`config.mk`:
```
export PLATFORM = sky130hd
export DESIGN_NAME = slice_packer
export DESIGN_NICKNAME = d
export VERILOG_FILES = /design/src/rtl/slice_packer.sv
export SDC_FILE = /design/constraint.sdc
export NUM_CORES = 1
export LEC_CHECK = 0
export CAP_MARGIN = 5
export CORE_AREA = 3 3 123 125
export CTS_BUF_LIST = sky130_fd_sc_hd__clkbuf_4
export CTS_CLUSTER_SIZE = 40
export DETAILED_ROUTE_END_ITERATION = 7
export DIE_AREA = 0 0 126 128
export HOLD_SLACK_MARGIN = 0.15
export MAX_ROUTING_LAYER = met4
export PLACE_DENSITY = 0.8
export SLEW_MARGIN = 20
export SYNTH_ARGS = -nofsm -noshare
export SYNTH_HDL_FRONTEND = slang
export SYNTH_SLANG_ARGS = --single-unit
```
`constraint.sdc`:
```
create_clock -name clock -period 5.4 [get_ports clock]
set_input_delay 1.08 -clock clock [delete_from_list [all_inputs] [get_ports clock]]
set_output_delay 1.08 -clock clock [all_outputs]
set_load 0.02 [all_outputs]
```
`src/rtl/slice_packer.sv`:
```
// slice_packer: streams one ProRes slice as bytes (6-byte header, then Y, Cb, Cr)
// read back from the component output buffer, over a valid/ready byte interface.
// Optional feature: define SLICE_PACKER_PAD_EN to append 0x00 bytes after Cr so
// that every slice is a multiple of 4 bytes long.

module slice_packer #(
  parameter int ADDR_W     = 12,
  parameter int Y_OFFSET   = 0,
  parameter int CB_OFFSET  = 2048,
  parameter int CR_OFFSET  = 3072,
  parameter int REGION_END = 4096
) (
  input  logic              clock,
  input  logic              reset,
  input  logic              start,
  input  logic [7:0]        qscale,
  input  logic [31:0]       y_size,
  input  logic [31:0]       cb_size,
  input  logic [31:0]       cr_size,
  output logic              mem_rd_en,
  output logic [ADDR_W-1:0] mem_rd_addr,
  input  logic [7:0]        mem_rd_data,
  output logic [7:0]        out_data,
  output logic              out_valid,
  input  logic              out_ready,
  output logic              busy,
  output logic              done,
  output logic [31:0]       total_size,
  output logic              size_err
);

  // Largest payload each component region can hold.
  localparam logic [31:0] Y_MAX  = 32'(CB_OFFSET - Y_OFFSET);
  localparam logic [31:0] CB_MAX = 32'(CR_OFFSET - CB_OFFSET);
  localparam logic [31:0] CR_MAX = 32'(REGION_END - CR_OFFSET);

  // First header byte encodes the header length (6 bytes) shifted left by 3.
  localparam logic [7:0] HDR_SIZE_BYTE = 8'h30;
  localparam logic [2:0] HDR_LAST      = 3'd5;

  typedef enum logic [2:0] {
    IDLE,
    HDR,
    ST_Y,
    ST_CB,
    ST_CR,
    DRAIN,
`ifdef SLICE_PACKER_PAD_EN
    PAD,
`endif
    DONE
  } state_t;

  state_t state, state_next;

  // Latched slice parameters (already clamped to their regions).
  logic [7:0]  qscale_r;
  logic [15:0] ysz, cbsz, crsz;

  // Progress counters.
  logic [2:0]  hdr_idx;
  logic [15:0] rd_cnt;
  logic [15:0] emitted;

  // Two-entry output FIFO fed by the one-cycle-latency buffer read.
  logic [7:0]  fifo_mem [2];
  logic        wr_ptr, rd_ptr;
  logic [1:0]  fifo_count;
  logic        inflight;

  // Combinational helpers.
  logic              accept_start;
  logic [15:0]       cur_size;
  logic [ADDR_W-1:0] cur_base;
  logic [7:0]        hdr_byte;
  logic              from_fifo;
  logic              xfer;
  logic              fifo_pop;
  logic [1:0]        fifo_credit;
  logic              rd_issue;
  logic              comp_last;

  assign accept_start = start && (state == IDLE);
  assign xfer         = out_valid && out_ready;
  assign fifo_pop     = xfer && from_fifo;

  // Occupancy the FIFO will have once this cycle's pop and the returning read settle;
  // counting the pop lets a new read go out every cycle while the consumer keeps up.
  assign fifo_credit  = fifo_count + 2'(inflight) - 2'(fifo_pop);

  assign busy = (state != IDLE) && (state != DONE);
  assign done = (state == DONE);

  // Select the size and base address of the component currently being read.
  always_comb begin
    cur_size = 16'd0;
    cur_base = '0;
    case (state)
      ST_Y: begin
        cur_size = ysz;
        cur_base = ADDR_W'(Y_OFFSET);
      end
      ST_CB: begin
        cur_size = cbsz;
        cur_base = ADDR_W'(CB_OFFSET);
      end
      ST_CR: begin
        cur_size = crsz;
        cur_base = ADDR_W'(CR_OFFSET);
      end
      default: begin
        cur_size = 16'd0;
        cur_base = '0;
      end
    endcase
  end

  // Read issue: only in a component state with bytes left and FIFO room guaranteed.
  always_comb begin
    rd_issue    = 1'b0;
    mem_rd_addr = '0;
    if ((state == ST_Y || state == ST_CB || state == ST_CR) &&
        (rd_cnt < cur_size) && (fifo_credit < 2'd2)) begin
      rd_issue    = 1'b1;
      mem_rd_addr = cur_base + rd_cnt[ADDR_W-1:0];
    end
  end

  assign mem_rd_en = rd_issue;

  // A component is finished when it is empty or its final read goes out this cycle.
  assign comp_last = (cur_size == 16'd0) || (rd_issue && (rd_cnt + 16'd1 == cur_size));

  // Header byte selected by position, taken straight from the latched registers.
  always_comb begin
    hdr_byte = 8'h00;
    case (hdr_idx)
      3'd0:    hdr_byte = HDR_SIZE_BYTE;
      3'd1:    hdr_byte = qscale_r;
      3'd2:    hdr_byte = ysz[15:8];
      3'd3:    hdr_byte = ysz[7:0];
      3'd4:    hdr_byte = cbsz[15:8];
      3'd5:    hdr_byte = cbsz[7:0];
      default: hdr_byte = 8'h00;
    endcase
  end

  // Output byte source: header register, pad zero, or FIFO head.
  always_comb begin
    out_valid = 1'b0;
    out_data  = 8'h00;
    from_fifo = 1'b0;
    case (state)
      HDR: begin
        out_valid = 1'b1;
        out_data  = hdr_byte;
      end
`ifdef SLICE_PACKER_PAD_EN
      PAD: begin
        out_valid = 1'b1;
        out_data  = 8'h00;
      end
`endif
      default: begin
        if (fifo_count != 2'd0) begin
          out_valid = 1'b1;
          out_data  = fifo_mem[rd_ptr];
          from_fifo = 1'b1;
        end
      end
    endcase
  end

  // Next-state logic for the slice sequence.
  always_comb begin
    state_next = state;
    case (state)
      IDLE:  if (start) state_next = HDR;
      HDR:   if (xfer && (hdr_idx == HDR_LAST)) state_next = ST_Y;
      ST_Y:  if (comp_last) state_next = ST_CB;
      ST_CB: if (comp_last) state_next = ST_CR;
      ST_CR: if (comp_last) state_next = DRAIN;
      DRAIN: begin
        if ((fifo_count == 2'd0) && !inflight) begin
          state_next = DONE;
`ifdef SLICE_PACKER_PAD_EN
          if (emitted[1:0] != 2'd0) state_next = PAD;
`endif
        end
      end
`ifdef SLICE_PACKER_PAD_EN
      PAD:   if (xfer && (emitted[1:0] == 2'd3)) state_next = DONE;
`endif
      DONE:  state_next = IDLE;
      default: state_next = IDLE;
    endcase
  end

  // State register.
  always_ff @(posedge clock) begin
    if (reset) state <= IDLE;
    else       state <= state_next;
  end

  // Latch header fields and clamped sizes on an accepted start; flag any clamp.
  always_ff @(posedge clock) begin
    if (reset) begin
      qscale_r <= 8'h00;
      ysz      <= 16'd0;
      cbsz     <= 16'd0;
      crsz     <= 16'd0;
      size_err <= 1'b0;
    end else if (accept_start) begin
      qscale_r <= qscale;
      ysz      <= (y_size  > Y_MAX)  ? Y_MAX[15:0]  : y_size[15:0];
      cbsz     <= (cb_size > CB_MAX) ? CB_MAX[15:0] : cb_size[15:0];
      crsz     <= (cr_size > CR_MAX) ? CR_MAX[15:0] : cr_size[15:0];
      size_err <= (y_size > Y_MAX) || (cb_size > CB_MAX) || (cr_size > CR_MAX);
    end
  end

  // Header position, per-component read count and emitted byte count.
  always_ff @(posedge clock) begin
    if (reset) begin
      hdr_idx <= 3'd0;
      rd_cnt  <= 16'd0;
      emitted <= 16'd0;
    end else if (accept_start) begin
      hdr_idx <= 3'd0;
      rd_cnt  <= 16'd0;
      emitted <= 16'd0;
    end else begin
      if (xfer) emitted <= emitted + 16'd1;
      if ((state == HDR) && xfer) hdr_idx <= hdr_idx + 3'd1;
      if (state_next != state) rd_cnt <= 16'd0;
      else if (rd_issue)       rd_cnt <= rd_cnt + 16'd1;
    end
  end

  // Read pipeline and FIFO; reset drops both stored and in-flight bytes.
  always_ff @(posedge clock) begin
    if (reset) begin
      inflight   <= 1'b0;
      wr_ptr     <= 1'b0;
      rd_ptr     <= 1'b0;
      fifo_count <= 2'd0;
    end else begin
      inflight <= rd_issue;
      if (inflight) begin
        fifo_mem[wr_ptr] <= mem_rd_data;
        wr_ptr           <= ~wr_ptr;
      end
      if (fifo_pop) rd_ptr <= ~rd_ptr;
      fifo_count <= fifo_count + 2'(inflight) - 2'(fifo_pop);
    end
  end

  // Publish the final byte count as DONE is entered so it is valid alongside done.
  always_ff @(posedge clock) begin
    if (reset) begin
      total_size <= 32'd0;
    end else if ((state_next == DONE) && (state != DONE)) begin
      total_size <= {16'd0, emitted + 16'(xfer)};
    end
  end

endmodule

```
[After elaboration in Yosys (flattened, before gate mapping)]
Memory sizes are Yosys's and may differ from the RTL's. A register that Yosys moved wholly into a read port is not among the register bits.
Cells that the tools add are included.
Widths: inputs -> output; s select.
Cells by class
  eq/ne operators: 15
  reduce and logical (&&, ||, !) cells: 25
  bitwise operators: 2
  $lt $le $gt $ge: 5
  add/subtract/negate cells: 7
  multiplexer cells: 25
Operators by type and width (count)
  $gt 32x11->1 const B: 2
  $mux 16: 3
  $pmux 16 s3: 1
  $pmux 8 s6: 1
  $add 16x1->16 const B: 2
  $gt 32x12->1 const B: 1
  $pmux 12 s2: 1
  $eq 3x3->1 const B: 6
  $mux 3: 6
  $pmux 3 s6: 1
  $add 16x1->16: 1
  $eq 16x16->1: 1
  $logic_not 16->1: 1
  $lt 16x16->1: 1
  $mux 8: 2
  $add 12x12->12: 1
  $eq 3x2->1 const B: 4
  $mux 12: 1
  $logic_and 1x1->1: 11
  $mux 1: 9
  $eq 3x1->1 const B: 2
  $logic_not 3->1: 2
  $logic_or 1x1->1: 5
  $add 3x1->3 const B: 1
  12 further kinds: 13
Storage, ports and cells
  RAM bits: 16
  logic and storage cells: 94
  input bits: 116
  output and inout bits: 57
  memories kept: 1
  register bits: 116
Memory list
  fifo_mem: words 2, bits a word 8, rd ports 1, clocked after Yosys merged registers in 1, wr ports 1, line 66  | logic [7:0] fifo_mem [2];

[Longest topological paths before layout]
Gate-level depths: netlist of run 1.
  depth in word-level cells: 15
  depth in mapped cells: 18
  mapped depth without buffers: 14

[Least setup slack after synthesis of run 1]
OpenSTA, ideal clock, no wires.
  path type: reg-to-output
  start: reg state[0]
  end: out mem_rd_addr[10]
  data arrival time: 3.690 ns
  required time: 4.320 ns
  buffers on the path: 4
  slack: 0.630 ns
  stages on the path, launching flop included: 17
  cell sequence: dfxtp_1 > buf_6 > buf_2 > buf_4 > inv_1 > or3_1 > o21ai_1 > nor2_1 > ha_1 > inv_1 > ha_1 > xor2_1 > xnor2_1 > o2111ai_1 > inv_1 > clkbuf_1 > and2_1
Between the ends
  word-level cells in the longest chain between the ends: 8
  elaborated cells on any way between the ends: 19
  classes of those cells: add/sub (2); order compare (2); eq/ne (4); mux (5); reduce/logical (6)
RTL lines
  start, declared: line 54  | state_t state, state_next;
  start signal, assigned: line 202  | else state <= state_next;
  $eq 3x1->1 *: line 153  | case (state)
  $mux 1: line 153
  $logic_and 1x1->1: line 84  | assign xfer = out_valid && out_ready;
  $logic_and 1x1->1 *: line 85  | assign fifo_pop = xfer && from_fifo;
  net fifo_pop: line 78  | logic fifo_pop;
  $sub 2x1->2 *: line 89  | assign fifo_credit = fifo_count + 2'(inflight) - 2'(fifo_pop);
  $lt 2x2->1 *: line 123  | (rd_cnt < cur_size) && (fifo_credit < 2'd2)) begin
  $logic_and 1x1->1 *: line 123
  $mux 12 *: line 122  | if ((state == ST_Y || state == ST_CB || state == ST_CR) &&
  end, declared: line 21  | output logic [ADDR_W-1:0] mem_rd_addr,
Mark *: on every way through the listed nets, which the timed path passes. The rest lies on a longest branch.

[Worst setup path after layout of run 1]
  start: reg state[0]
  end: out mem_rd_addr[10]
Between the ends
  word-level cells in the longest chain between the ends: 8
  elaborated cells on any way between the ends: 19
  classes of those cells: add/sub (2); order compare (2); eq/ne (4); mux (5); reduce/logical (6)
RTL lines (line)
  branches (longest 7 deep; another with $lt 16x16->1)
  $mux 12 *: 122
Every way passes the cells marked *.

==> run_results.csv, run 1 <==
group,metric,value,unit
run_status,status,"finished, final reports clean",
yosys,synth_flop_cell,"dfxtp_1",
pwr,p_switching,508,uW
sta,finalSetupTns,0,ps
worst_setup_path,cpMostUsedCell,"o21ai_0",
yosys,synth_cells,773,
clock_tree,clkTransAtPathRegs,120,ps
worst_setup_path,cp_max_fo,24,
pwr,total_power,1910,uW
yosys,synthDistinctLibCells,67,
pwr,vdd_drop_max,0.193,mV
run,maxCapViolCount,0,
floorplanning,rows,43,
detailed_routing,vias,6294,
floorplanning,core,14000,sq um
detailed_routing,wl_met3,1080,um
place,hpwl,15200,um
worst_setup_path,crit_buf_inv,3,
pwr,pwr-share-clk,0.359,
clock_tree,clockBufferDepth,2,
detailed_routing,wl_met1,8650,um
yosys,avgSynthCellArea,9.38,sq um
global_route,first_global_vias,5986,
sta,slew_headroom,0.480,
global_route,grt_overflow,0,
worst_setup_path,arrival,4010,ps
worst_setup_path,crit_slowest_cell,"clkdlybuf4s50_1",
detailed_routing,routed-wl-met2,9420,um
yosys,async_reset_ff_frac,0,
floorplanning,fp.dieW,126,um
sta,final_max_slew_viol_count,0,
detailed_routing,antenna_left,0,
clock_tree,hold_buffers,0,
worst_setup_path,cpLargestDelayFamily,"buffers and inverters",
sta,setup_viol,0,
yosys,ys_top_cells_by_area,"dfxtp_1 32%, edfxtp_1 6.6%, ha_1 4.8%",
worst_setup_path,end_kind,"output pin",
finish,fillers,1187,
sta,skew,20.9,ps
yosys,yosysMostFrequentCell,"dfxtp_1",
clock_tree,cts_tree,"built",
clock_tree,clockRootBuffer,"clkbuf_4",
pwr,power_frac_seq,0.531,
yosys,synth_top_area_cell,"dfxtp_1",
finish,nNetsFinal,1059,
sta,fin_crit_sh,0.943,
yosys,synth_edf_count,16,
detailed_routing,drc,0,
pwr,power_leakage,0.00330,uW
worst_setup_path,cpPeakStageDelay,600,ps
pwr,combPwrFrac,0.110,
clock_tree,cts_made_buffers,17,
floorplanning,dieArea,16100,sq um
detailed_routing,firstDrtPassIters,5,
global_route,grt_pass1_wl,31200,um
clock_tree,htree_num_levels,4,
pwr,switching_share,0.266,
pwr,p_per_area,208,nW/um^2
yosys,synth_top_area_share,0.323,
clock_tree,clock_sinks,133,
floorplanning,die_h,128,um
worst_setup_path,cp-start-kind,"flop",
detailed_routing,top_layer,"met4",
yosys,ys_ff_latch,133,
detailed_routing,drtIter0Drc,454,
yosys,yosys_warnings,0,
global_route,antenna_found_initial,0,
worst_setup_path,cp.required,4320,ps
pwr,p_int,1400,uW
sta,max_freq,196,MHz
sta,worst_slew_pin_slew,780,ps
yosys,yosys-top-cells-count,"117 x dfxtp_1, 75 x nor2_1, 40 x nand2_1",
global_route,grt_max_degree,41,
sta,whs,464,ps
finish,area_growth_syn_to_layout,26.7,%
yosys,netlist_area,7250,sq um
sta,fin_crit,5090,ps
worst_setup_path,crit_type,"reg -> out",
detailed_routing,wire_per_inst,17.7,um
worst_setup_path,worstPathCellList,"buf_4 -> mux2i_1 -> nor2_1 -> a21oi_1 -> ha_1 -> nor2b_1 -> o21ai_0 -> nand4b_1 -> o21ai_0 -> o2111ai_1 -> inv_2 -> and2_1 -> clkdlybuf4s50_1",
clock_tree,clock_latency,570,ps
floorplanning,start_util,0.519,
finish,drive_above_1_share,0.105,
sta,finalHoldViolCount,0,
global_route,track_usage,0.249,
floorplanning,io_pins,173,
finish,diodes,0,
detailed_routing,drt-total-wl,19600,um
yosys,seq_area_frac_synth,0.389,
sta,rsz0062_at_grt,"false",
place,port_buffers,156,
detailed_routing,viasPerCell,5.68,
min_path,hp-class,"reg -> reg",
place,gp_congestion,0.938,
==> timing repair <==
item / 4_1_cts / 5_1_grt
endpoints found under the hold margin: 0 / 0
endpoints found under the setup margin: 0 / 11
buffers inserted: 0 / 0
resized for setup: 0 / 3
==> flip-flops by register name, indices dropped and copies added (netlist names), named ones only <==
signal	cells
cbsz	16
rd_ptr	1
fifo_count	2
emitted	16
hdr_idx	3
fifo_mem	16
ysz	16
total_size	16
size_err	1
wr_ptr	1
crsz	16
rd_cnt	16
state	3
qscale_r	8
inflight	1
==> logic make-up (layout without fill, tap and decap cells) <==
group	count (synthesis)	after routing	share of synthesized area
compound gates	151	151	0.166
xor+xnor	66	66	0.0816
fa+ha+maj	28	28	0.0483
buf+inv	80	220	0.0568
flops	133	133	0.389
mux	34	34	0.0493
other cells	1	16	0.000517
simple gates	280	280	0.208
==> layout make-up <==
cell class | instances | area (sq um) | share of cell area
Tap cell | 180 | 225 | 0.0245
Timing Repair Buffer | 174 | 1700 | 0.185
Inverter | 14 | 52.6 | 0.00572
Clock buffer | 18 | 135 | 0.0147
Clock inverter | 14 | 154 | 0.0168
Sequential cell | 133 | 2820 | 0.307
Multi-Input combinational cell | 575 | 4100 | 0.446
==> worst reg2reg max path: stages (launching register included) <==
cell and delay [ps]:
dfxtp_1 350, buf_4 340, mux2i_1 300, nor2_1 70, a21oi_1 310, ha_1 310
nor2b_1 130, o21ai_0 170, nand4b_1 110, o21ai_0 180, o2111ai_1 170, inv_2 230
buf_4 240, a41oi_4 180, a211oi_4 240, buf_4 290, nor3_1 110
==> power groups by stage <==
stage,logic [uW],clock network (uW),registers (uW)
after floorplan,99.6,0,1030
after CTS,209,695,1010
after global placement,206,0,1040
final,210,685,1010
after global routing,224,745,1020
after detailed placement,208,0,1040
==> placed cells by master (no fill, tap or decap), types with 7 or more instances in the layout <==
cell type and n:
o22ai_1 8, a221oi_1 7, dfxtp_1 117, a21oi_1 30
nor4_1 20, mux2_2 9, nor3_2 11, nor2_1 74
or3_1 10, nand2_1 40, o21ai_0 10, a211oi_1 15
xnor2_1 29, nand3_1 23, a22o_1 31, inv_1 13
clkbuf_4 18, and3_1 10, conb_1 16, and2_1 25
nor3_1 15, xor2_1 36, nand4_1 22, buf_4 18
mux2i_1 23, clkdlybuf4s50_1 156, ha_1 28, edfxtp_1 16
==> metal layers <==
metal,vias to the layer above,global-route usage
met4,0,0.0826
met5,-,-
met1,2962,0.320
met2,208,0.394
met3,40,0.0513
li1,3084,-
==> final timing paths <==
kind                                  start  cells past startpoint              end  slack (ps)
worst max-delay path               state[0]                     13  mem_rd_addr[10]         310
worst min-delay path            qscale_r[0]                      2      qscale_r[0]         460
worst max register to register     state[0]                     16        rd_cnt[5]        1550
worst min register to register  qscale_r[0]                      2      qscale_r[0]         460
==> stage by stage <==
stage | setup WS, ps | instance area [sq um] | cells | utilization
after floorplan | 630 | 7310 | 788 | -
after global placement | 388 | 8880 | 1076 | 0.635
after detailed placement | 269 | 8880 | 1076 | 0.635
after CTS | 51.0 | 9170 | 1108 | 0.655
after global routing | 21.2 | 9190 | 1108 | 0.657
final | 308 | 9190 | 1108 | 0.657
Note: power is estimated with default switching activity, not from simulation.
==> run 2, diff against run 1 <==
--- a/config.mk
+++ b/config.mk
@@ -8,7 +8,7 @@
 export CAP_MARGIN = 5
 export CORE_AREA = 3 3 123 125
 export CTS_BUF_LIST = sky130_fd_sc_hd__clkbuf_4
-export CTS_CLUSTER_SIZE = 40
+export CTS_CLUSTER_SIZE = 16
 export DETAILED_ROUTE_END_ITERATION = 7
 export DIE_AREA = 0 0 126 128
 export HOLD_SLACK_MARGIN = 0.15
==> results of run 2 <==
No change in the layout: final DEF, timing and power equal those of run 1.
